## src/rtl/fp32_pkg.sv

```systemverilog
// Shared types and constants for the FP32 add/sub front-end.
//   FP32_QNAN    : canonical quiet NaN returned when the datapath never answers
//   ctrl_state_e : sequencer state encoding
//   fp32_req_t   : one operand pair plus operation mode (1 = A-B)
package fp32_pkg;

  localparam logic [31:0] FP32_QNAN = 32'h7FC0_0000;

  typedef enum logic [1:0] {
    IDLE  = 2'd0,
    ISSUE = 2'd1,
    WAIT  = 2'd2,
    RESP  = 2'd3
  } ctrl_state_e;

  typedef struct packed {
    logic [31:0] a;
    logic [31:0] b;
    logic        mode;
  } fp32_req_t;

endpackage

```

## src/rtl/rr_arbiter_2.sv

```systemverilog
// Two-way round-robin arbiter, purely combinational.
//   valid[1:0] : request lines
//   rr         : preferred requester when both are valid
//   grant[1:0] : one-hot grant, zero when nobody requests
module rr_arbiter_2 (
  input  logic [1:0] valid,
  input  logic       rr,
  output logic [1:0] grant
);

  always_comb begin
    grant = valid;
    if (valid == 2'b11) begin
      grant = rr ? 2'b10 : 2'b01;
    end
  end

endmodule

```

## src/rtl/fp32_addsub_arbiter.sv

```systemverilog
// Shares one multi-cycle FP32 add/sub datapath between two requesters.
// Accepts an operand pair over valid/ready, pulses the datapath start, waits
// for done under a watchdog and returns the result over a held response.
//   i_clk, i_rst              : clock, async active-high reset
//   i_req_valid/o_req_ready   : per-requester request handshake
//   i_req_a/i_req_b/i_req_mode: per-requester operands and mode
//   o_dp_*                    : datapath start pulse and latched operands
//   i_dp_done/i_dp_result     : datapath completion
//   o_rsp_valid/i_rsp_ready   : per-requester response handshake
//   o_rsp_result/o_rsp_err    : shared result, err = watchdog abort
//   o_busy                    : sequencer not idle
//
// state | meaning
// IDLE  | arbitrate, accept one request
// ISSUE | start pulse to datapath, clear watchdog
// WAIT  | wait for done or watchdog expiry
// RESP  | hold response until granted requester accepts
module fp32_addsub_arbiter
  import fp32_pkg::*;
#(
  parameter int unsigned TIMEOUT = 64
) (
  input  logic            i_clk,
  input  logic            i_rst,
  input  logic [1:0]      i_req_valid,
  output logic [1:0]      o_req_ready,
  input  logic [1:0][31:0] i_req_a,
  input  logic [1:0][31:0] i_req_b,
  input  logic [1:0]      i_req_mode,
  output logic            o_dp_start,
  output logic [31:0]     o_dp_a,
  output logic [31:0]     o_dp_b,
  output logic            o_dp_mode,
  input  logic            i_dp_done,
  input  logic [31:0]     i_dp_result,
  output logic [1:0]      o_rsp_valid,
  input  logic [1:0]      i_rsp_ready,
  output logic [31:0]     o_rsp_result,
  output logic            o_rsp_err,
  output logic            o_busy
);

  localparam logic [7:0] WD_LAST = 8'(TIMEOUT - 1);

  ctrl_state_e state, state_next;
  logic        rr;
  logic        gnt_idx;
  logic [1:0]  grant;
  fp32_req_t   op;
  logic [7:0]  wd_cnt;
  logic [31:0] result;
  logic        err;

  rr_arbiter_2 u_arb (
    .valid (i_req_valid),
    .rr    (rr),
    .grant (grant)
  );

  always_comb begin
    state_next  = state;
    o_req_ready = 2'b00;
    o_dp_start  = 1'b0;
    o_rsp_valid = 2'b00;
    case (state)
      IDLE: begin
        if (|grant) begin
          o_req_ready = grant;
          state_next  = ISSUE;
        end
      end
      ISSUE: begin
        o_dp_start = 1'b1;
        state_next = WAIT;
      end
      WAIT: begin
        if (i_dp_done || (wd_cnt == WD_LAST)) begin
          state_next = RESP;
        end
      end
      RESP: begin
        o_rsp_valid = gnt_idx ? 2'b10 : 2'b01;
        if (i_rsp_ready[gnt_idx]) begin
          state_next = IDLE;
        end
      end
      default: state_next = IDLE;
    endcase
  end

  always_ff @(posedge i_clk or posedge i_rst) begin
    if (i_rst) begin
      state   <= IDLE;
      rr      <= 1'b0;
      gnt_idx <= 1'b0;
      op      <= '0;
      wd_cnt  <= 8'd0;
      result  <= 32'd0;
      err     <= 1'b0;
    end else begin
      state <= state_next;
      case (state)
        IDLE: begin
          if (|grant) begin
            gnt_idx <= grant[1];
            op      <= grant[1] ? '{a: i_req_a[1], b: i_req_b[1], mode: i_req_mode[1]}
                                : '{a: i_req_a[0], b: i_req_b[0], mode: i_req_mode[0]};
          end
        end
        ISSUE: wd_cnt <= 8'd0;
        WAIT: begin
          // done has priority over a watchdog expiry in the same cycle
          if (i_dp_done) begin
            result <= i_dp_result;
            err    <= 1'b0;
          end else if (wd_cnt == WD_LAST) begin
            result <= FP32_QNAN;
            err    <= 1'b1;
          end else if (wd_cnt != 8'hFF) begin
            wd_cnt <= wd_cnt + 8'd1;
          end
        end
        RESP: begin
          if (i_rsp_ready[gnt_idx]) begin
            rr <= ~gnt_idx;
          end
        end
        default: ;
      endcase
    end
  end

  assign o_dp_a       = op.a;
  assign o_dp_b       = op.b;
  assign o_dp_mode    = op.mode;
  assign o_rsp_result = result;
  assign o_rsp_err    = err;
  assign o_busy       = (state != IDLE);

endmodule
```

## config.mk

```make
export PLATFORM = sky130hd
export DESIGN_NAME = fp32_addsub_arbiter
export DESIGN_NICKNAME = d
export VERILOG_FILES = /design/src/rtl/fp32_pkg.sv /design/src/rtl/rr_arbiter_2.sv /design/src/rtl/fp32_addsub_arbiter.sv
export SDC_FILE = /design/constraint.sdc
export NUM_CORES = 1
export LEC_CHECK = 0
export ABC_CLOCK_PERIOD_IN_PS = 6700
export CAP_MARGIN = 15
export CORE_UTILIZATION = 42
export DETAILED_ROUTE_END_ITERATION = 12
export HOLD_SLACK_MARGIN = 0.05
export PLACE_DENSITY = 0.89
export SYNTH_ARGS = -nofsm -noshare
export SYNTH_HDL_FRONTEND = slang
export SYNTH_SLANG_ARGS = --single-unit
```

## constraint.sdc

```tcl
create_clock -name i_clk -period 6.7 [get_ports i_clk]
set_clock_uncertainty 0.05 [all_clocks]
set_input_delay 1.34 -clock i_clk [delete_from_list [all_inputs] [get_ports i_clk]]
set_output_delay 1.34 -clock i_clk [all_outputs]
set_load 0.005 [all_outputs]
```

==> results <==
- The launch instance of the worst min-delay path is o_dp_a[6].
- At the end of the flow, the number of nets in the layout was 894.
- For this design the top-level I/O count stands at 273.
- After detailed routing, the number of vias per cell comes to 5.15.
- At the end of routability-driven placement, the weighted congestion stood at 0.817.
- The root buffer cell is clkbuf_16.
- Subtracting the final worst setup slack from the clock period gives 4.42 ns.
- The clock input transition at the sequential cells of the worst setup and hold paths is 0.07 ns.
- Setup violations remaining at the end of the flow were counted as 0.
- The via count of the first global-routing pass is 4,566.
- The met1 global-route usage is 0.274.
- In this run, synthesis produced a sequential element count of 110.
- The post-route setup TNS is 0 ns.
- The clock sink count is 110.
- The total count of max-transition violations in the final report is 0.
- The slew of the pin with the lowest slew margin is 1.09 ns.
- The checks that failed: design-rule violations.
- The final route contains 4,469 vias.
- The post-synthesis cell type with the largest combined area is dfrtp_1.
- The internal cell power is 2020 uW.
- Measured in cells, the most critical reg-to-reg path has a length of 6.
- The global route total overflow is 0.
- In this run the cell area of the synthesized design comes to 4990 sq um.
- The final number of hold-violating endpoints is 0.
- In this run the tool buffered the top-level ports with 272 buffer cells.
- The final routed DRC violation total is 38.
- Once routing completed, OpenROAD measured the worst setup slack at 2.28 ns.
- For met2 alone, demand over resource in global routing was 0.424.
- Of the post-synthesis cell area, the dominant cell type holds 0.552.
- The worst setup path is captured at a primary output.
- The number of hold buffers added after CTS was 0.
- The floorplan step defined a die boundary enclosing 12,300 sq um.
- After synthesis, the cell types taking the most area are dfrtp_1 55%, mux2i_1 14%, nand2_1 5.7%.
- STA classifies the critical path startpoint as an input pin.
- The required time at the endpoint of the critical path is 5.31 ns.
- Across every metal layer, demand over resource in global routing totals 0.239.
- For flop-to-flop paths, the worst setup slack is 3.94 ns.
- The setup path with the least slack is of type in -> out.
- Along the worst hold path, the cell count comes to 2.
- Setup repair after global routing left no endpoint under its margin.
- The worst slack at placement is 2.31 ns.
- The effective utilization at floorplan is 0.433.
- Counting the buffers created by CTS gives 9.
- The destination of the worst hold path is o_dp_a[6].
- The TritonCTS clock tree is done.
- The routed wire length is 14.5 mm.
- The reported net switching power is 988 uW.
- Of the total power, registers draw 0.377.
- After clock tree synthesis, the repair step resized 0 gates.
- The count of buffers added by post-CTS timing repair for setup is 0.
- Entering global routing, the biggest net connects 127 pins.
- The flow ran to the end, but the final reports show violations.
- The die is 111 microns tall.
- In this run the deepest clock path goes through 2 buffers.
- Of the total power, combinational logic draws 0.458.
- The sum of net half-perimeters after detailed placement is 11.0 mm.
- The type of the worst min-delay path is reg -> reg.
- The x dimension of the die is 111 microns.
- The post-detailed-route count of antenna-violating nets is 0.
- The worst reg2reg path endpoint is o_rsp_result[25].
- The first global-routing pass estimated 23.2 mm of wire.
- In this run the worst path has a maximum fanout of 10.
- The busiest layer in global routing is met2.
- IR analysis of the VDD net gives a maximum drop of 0.405 mV.
- The number of different library cells used by synthesis comes to 37.
- The part of the cycle the worst path needs is 0.659.
- The leakage component of the power is 0.00360 uW.
- The share of total power dissipated in the clock network is 0.165.
- The repair_antennas step left the layout with diodes totalling 0.
- The average routed wire per standard cell is 16.8 microns.
- The cell count after synthesis came out at 464.
- Across the run, the number of max-cap violations was 0.
- Of the cells placed in the final design, the portion with a size suffix greater than 1 is 0.0401.
- When the netlist entered floorplanning its net count stood at 638.
- Of the total power, the share spent switching nets is 0.329.
- The post-synthesis sequential area ratio is 0.552.
- The met3 layer usage reported by global route is 0.0662.
- Dividing the synthesized area by the synthesized cell count gives 10.8 sq um.
- Derived from the worst setup path, the maximum achievable clock frequency is 0.226 GHz.
- For this block, the initial DRC count from the detailed router was 297.
- For this run, the number of Yosys warnings is 0.
- Data on the critical path arrives at its endpoint at 3.03 ns.
- The insertion delay to the later sink of the worst-skew pair is 0.34 ns.
- The initialized floorplan defines 39 standard-cell rows.
- The core region is 11,500 sq um.
- The number of iterations in the first detailed-routing pass is 8.
- Measured against its own limit, the worst slew margin works out to 0.270.
- In this run the power density over the cells is 374 nW/um^2.
- The post-synthesis to final-layout area growth is 61.1%.
- The startpoint identified for the worst register-to-register timing path is state[0].
- The number of antenna violations at the first check in global routing is 0.
- The level count of the clock H-tree is 3.
==> final cells by class <==
type	count	area, sq um
clock buffer	9	225
clock inverter	6	46.3
fill	841	3480
inverter	15	58.8
multi-input combinational	308	2020
sequential	110	2750
tap	143	179
timing repair buffer	276	2760
==> power groups by stage <==
stage	logic (uW)	registers [uW]	clock network, uW
2_1_floorplan	559	1140	0
3_3_place_gp	1330	1120	0
3_5_place_dp	1380	1150	0
4_1_cts	1390	1130	509
5_1_grt	1500	1170	536
6_report	1380	1130	496
==> layer usage <==
layer  up-vias  wire [microns]  share of wire
li1       2124               -              -
met2       200            7500           0.52
met3        27            1230          0.084
met5         -               0              0
met4         0             343          0.024
met1      2118            5460           0.38
==> per-stage QoR <==
stage	utilization	cell area, sq um	instances	hold WS [ns]	power, uW
global placement	0.674	7760	851	0.412	2450
CTS	0.697	8030	866	0.435	3030
finish	0.698	8040	867	0.430	3010
floorplan	-	4990	464	0.423	1700
global route	0.698	8040	867	0.455	3200
detailed placement	0.674	7760	851	0.420	2520
==> synth_stat cells <==
| library cell | n |
|---|---|
| and3_1 | 2 |
| clkbuf_1 | 7 |
| a22oi_1 | 1 |
| mux2i_1 | 68 |
| a41o_1 | 1 |
| o211ai_2 | 1 |
| buf_2 | 14 |
| a21o_1 | 1 |
| a22o_1 | 23 |
| buf_4 | 2 |
| nand3b_1 | 2 |
| a21oi_1 | 1 |
| xor2_1 | 1 |
| o21ai_0 | 31 |
| buf_1 | 1 |
| a31oi_1 | 13 |
| nor3_1 | 4 |
| nand2b_1 | 2 |
| mux2_2 | 1 |
| a31oi_2 | 1 |
| or4_4 | 1 |
| nor2b_1 | 3 |
| nor2_1 | 14 |
| nand3_2 | 1 |
| a211oi_1 | 1 |
| buf_6 | 5 |
| nand3_1 | 6 |
| o31ai_4 | 1 |
| nor2_4 | 1 |
| clkbuf_2 | 2 |
| nand4_1 | 1 |
| and2_1 | 3 |
| nand2_1 | 76 |
| ha_1 | 5 |
| dfrtp_1 | 110 |
| inv_1 | 15 |
| o21ai_1 | 42 |
==> worst max-delay path by stage <==
stage	start	end	slack [ns]	cells after the start
CTS	i_req_valid[0]	o_req_ready[1]	2.29	5
finish	i_req_valid[0]	o_req_ready[1]	2.28	5
detailed placement	i_req_valid[0]	o_req_ready[1]	2.31	5
global placement	i_req_valid[0]	o_req_ready[1]	2.34	5
global route	i_req_valid[0]	o_req_ready[1]	2.20	5
floorplan	i_rst	gnt_idx	2.41	1
==> critical path, stage by stage <==
cell             delay [ns]
clkdlybuf4s50_1        0.55
inv_1                  0.11
o21ai_4                0.43
nor2_1                 0.11
clkdlybuf4s50_1        0.47
==> kinds of logic after synthesis <==
kind of cell	share of synthesized area
simple gates	0.101
fa+ha+maj	0.0125
mux	0.139
buf+inv	0.0476
xor+xnor	0.00176
compound gates	0.147
flops	0.552
==> state kept, by name, indices dropped and copies added (netlist names) <==
name / cells
rr: 1
o_rsp_result: 32
o_dp_b: 32
wd_cnt: 8
o_dp_a: 32
o_dp_mode: 1
o_rsp_err: 1
gnt_idx: 1
state: 2
==> placed cells by master, fill, tap and decap left out, types with 2 or more instances in the layout <==
cell type and instances:
clkdlybuf4s50_1 272, o21ai_1 41, inv_6 2, ha_1 5
buf_4 3, nor2_1 14, mux2i_1 68, a22o_1 23
and3_1 2, a31oi_1 13, nand3b_1 2, dfrtp_1 110
and2_1 3, clkbuf_16 9, nand3_1 6, o21ai_4 2
nor2b_1 3, o21ai_0 30, nand2b_1 2, nor3_1 4
clkinvlp_4 2, inv_1 14, nand2_1 76
No activity file was read; power rests on OpenSTA's default activity.
==> variant: new RTL, config.mk and constraints unchanged <==
The parameter `TIMEOUT` goes from 64 to 48.
--- a/src/rtl/fp32_addsub_arbiter.sv
+++ b/src/rtl/fp32_addsub_arbiter.sv
@@ -18,7 +18,7 @@
 module fp32_addsub_arbiter
   import fp32_pkg::*;
 #(
-  parameter int unsigned TIMEOUT = 64
+  parameter int unsigned TIMEOUT = 48
 ) (
   input  logic            i_clk,
   input  logic            i_rst,
Function: same outputs for any inputs over 10 cycles, from zero or initial values and one cycle with i_rst high; that may be too few to reach the edited logic, so the function may still have changed.
==> variant against the original RTL <==
  * First-iteration DRC count is 25% lower
  * Routed wire length decreased by 2.6%
  * Worst setup slack gained 140 ps
  * Largest cell class unchanged
  * Core utilization grew 0.18 points
  * Final area shrank 0.17%
  * Critical path type unchanged
  * Highest routed layer unchanged
  * Power grew 3.0%
  * Critical endpoint unchanged
  * Clock power grew 8.3%
  * Synthesized area decreased by 0.85%
  * Sequential cell count stayed put
==> variant: results (changes against the original RTL) <==
Status -> complete, no violations
Starting DRT DRC Count -> 224 (-25%)
Worst hold start -> o_dp_a[27]
Global placement routability congestion -> 0.831 (+1.7%)
Drt wl/cell -> 16.7 um (-0.56%)
Post-DP Area -> 0.00772 sq mm (-0.52%)
Sequential-to-total area share from yosys stat -> 55.6% (+0.47 points)
Total Nets Final -> 877 (-1.9%)
Vias in the first global route -> 4,654 (+1.9%)
Reg2Reg Capture Point -> o_dp_a[6]
Drt pass-1 iters -> 4 (-4)
Hold path endpoint -> o_dp_a[27]
Worst Reg-to-Reg Cells -> 5 (-1)
Worst R2R Setup Slack -> 4250 ps (+310 ps)
Arrival time at the worst endpoint -> 2880 ps (-150 ps)
Post-Syn Instances -> 446 (-3.9%)
Met2 wire length -> 7.40 mm (-1.3%)
Largest net degree at the start of global routing -> 100 (-21%)
Worst vdd ir -> 338 uV (-16%)
HPWL Detailed -> 10.8 mm (-1.4%)
Hold_ws -> 434 ps (+4.60 ps)
Setup WS pre-CTS -> 2440 ps (+126 ps)
Top area cells in the synthesized netlist -> dfrtp_1 (56%), mux2i_1 (14%), nand2_1 (5.6%)
DRC violations left -> 0 (-100%)
DRT met1 WL -> 5.42 mm (-0.81%)
Share of cells above drive strength 1 -> 4.25% (+0.24 points)
Commonest cells post-synth -> dfrtp_1 (110), nand2_1 (74), mux2i_1 (67)
Met3 WL -> 806 um (-34%)
Syn Nets -> 620 (-2.8%)
DR vias/cell -> 5.11 (-0.87%)
Maximum fanout along the worst path -> 9 (-1)
Synth cell types -> 46 (+24%)
## variant: cell count changes in the layout (fill, tap and decap cells not counted), moves of 3 or more
cell	change
a21oi_1	+4
a31oi_1	-8
inv_1	-8
nor2_1	-9
nor3_1	-3
o21ai_0	-4
o22a_1	+9
## variant: report_power, final
| group | switching (mW) | internal (mW) | leakage [nW] |
|---|---|---|---|
| Sequential | 0.181 | 0.967 | 1.36 |
| Clock | 0.231 | 0.306 | 0.140 |
| Combinational | 0.582 | 0.827 | 2.05 |
## variant: worst register-to-register path, delay by kind of cell (launching register included)
kind                       cells  cell delay [ps]
AOI/OAI and AO/OA              2              660
DFF                            1              410
buffers and inverters          2              870
adders and majority gates      1              280
## variant: final cells by class
| type | count | area (sq um) |
|---|---|---|
| Inverter | 8 | 32.5 |
| Clock inverter | 3 | 45.0 |
| Fill cell | 815 | 3440 |
| Timing Repair Buffer | 276 | 2760 |
| Clock buffer | 11 | 253 |
| Tap cell | 143 | 179 |
| Sequential cell | 110 | 2750 |
| Multi-Input combinational cell | 298 | 2010 |
## variant: metal layers
metal | up-vias | GRT usage, %
met5 | - | 0
met4 | 0 | 11.7
met3 | 37 | 6.37
met2 | 164 | 42.5
met1 | 2056 | 27.2
li1 | 2081 | -
## variant: per-stage QoR
step	utilization, %	std cells
after global placement	67.3	834
after global routing	70.0	849
final	70.0	849
after CTS	69.9	848
after detailed placement	67.3	834
after floorplan	-	446
## variant: worst max-delay path by stage
stage	slack, ps	from	depth (start not counted)	end
after floorplan	2410	i_rst	1	gnt_idx
after global placement	2460	i_req_valid[0]	5	o_req_ready[1]
after detailed placement	2440	i_req_valid[0]	5	o_req_ready[1]
after CTS	2430	i_req_valid[0]	5	o_req_ready[1]
after global routing	2370	i_req_valid[0]	5	o_req_ready[1]
final	2430	i_req_valid[0]	5	o_req_ready[1]
## variant: logic make-up (layout without fill, tap and decap cells)
kind of cell    Yosys count  in the layout  share of synthesized area, %
compound gates          127            127                          16.5
flops                   110            110                          55.6
simple gates             98             98                          8.55
mux                      68             68                          13.8
buf+inv                  38            298                          4.22
fa+ha+maj                 5              5                          1.26
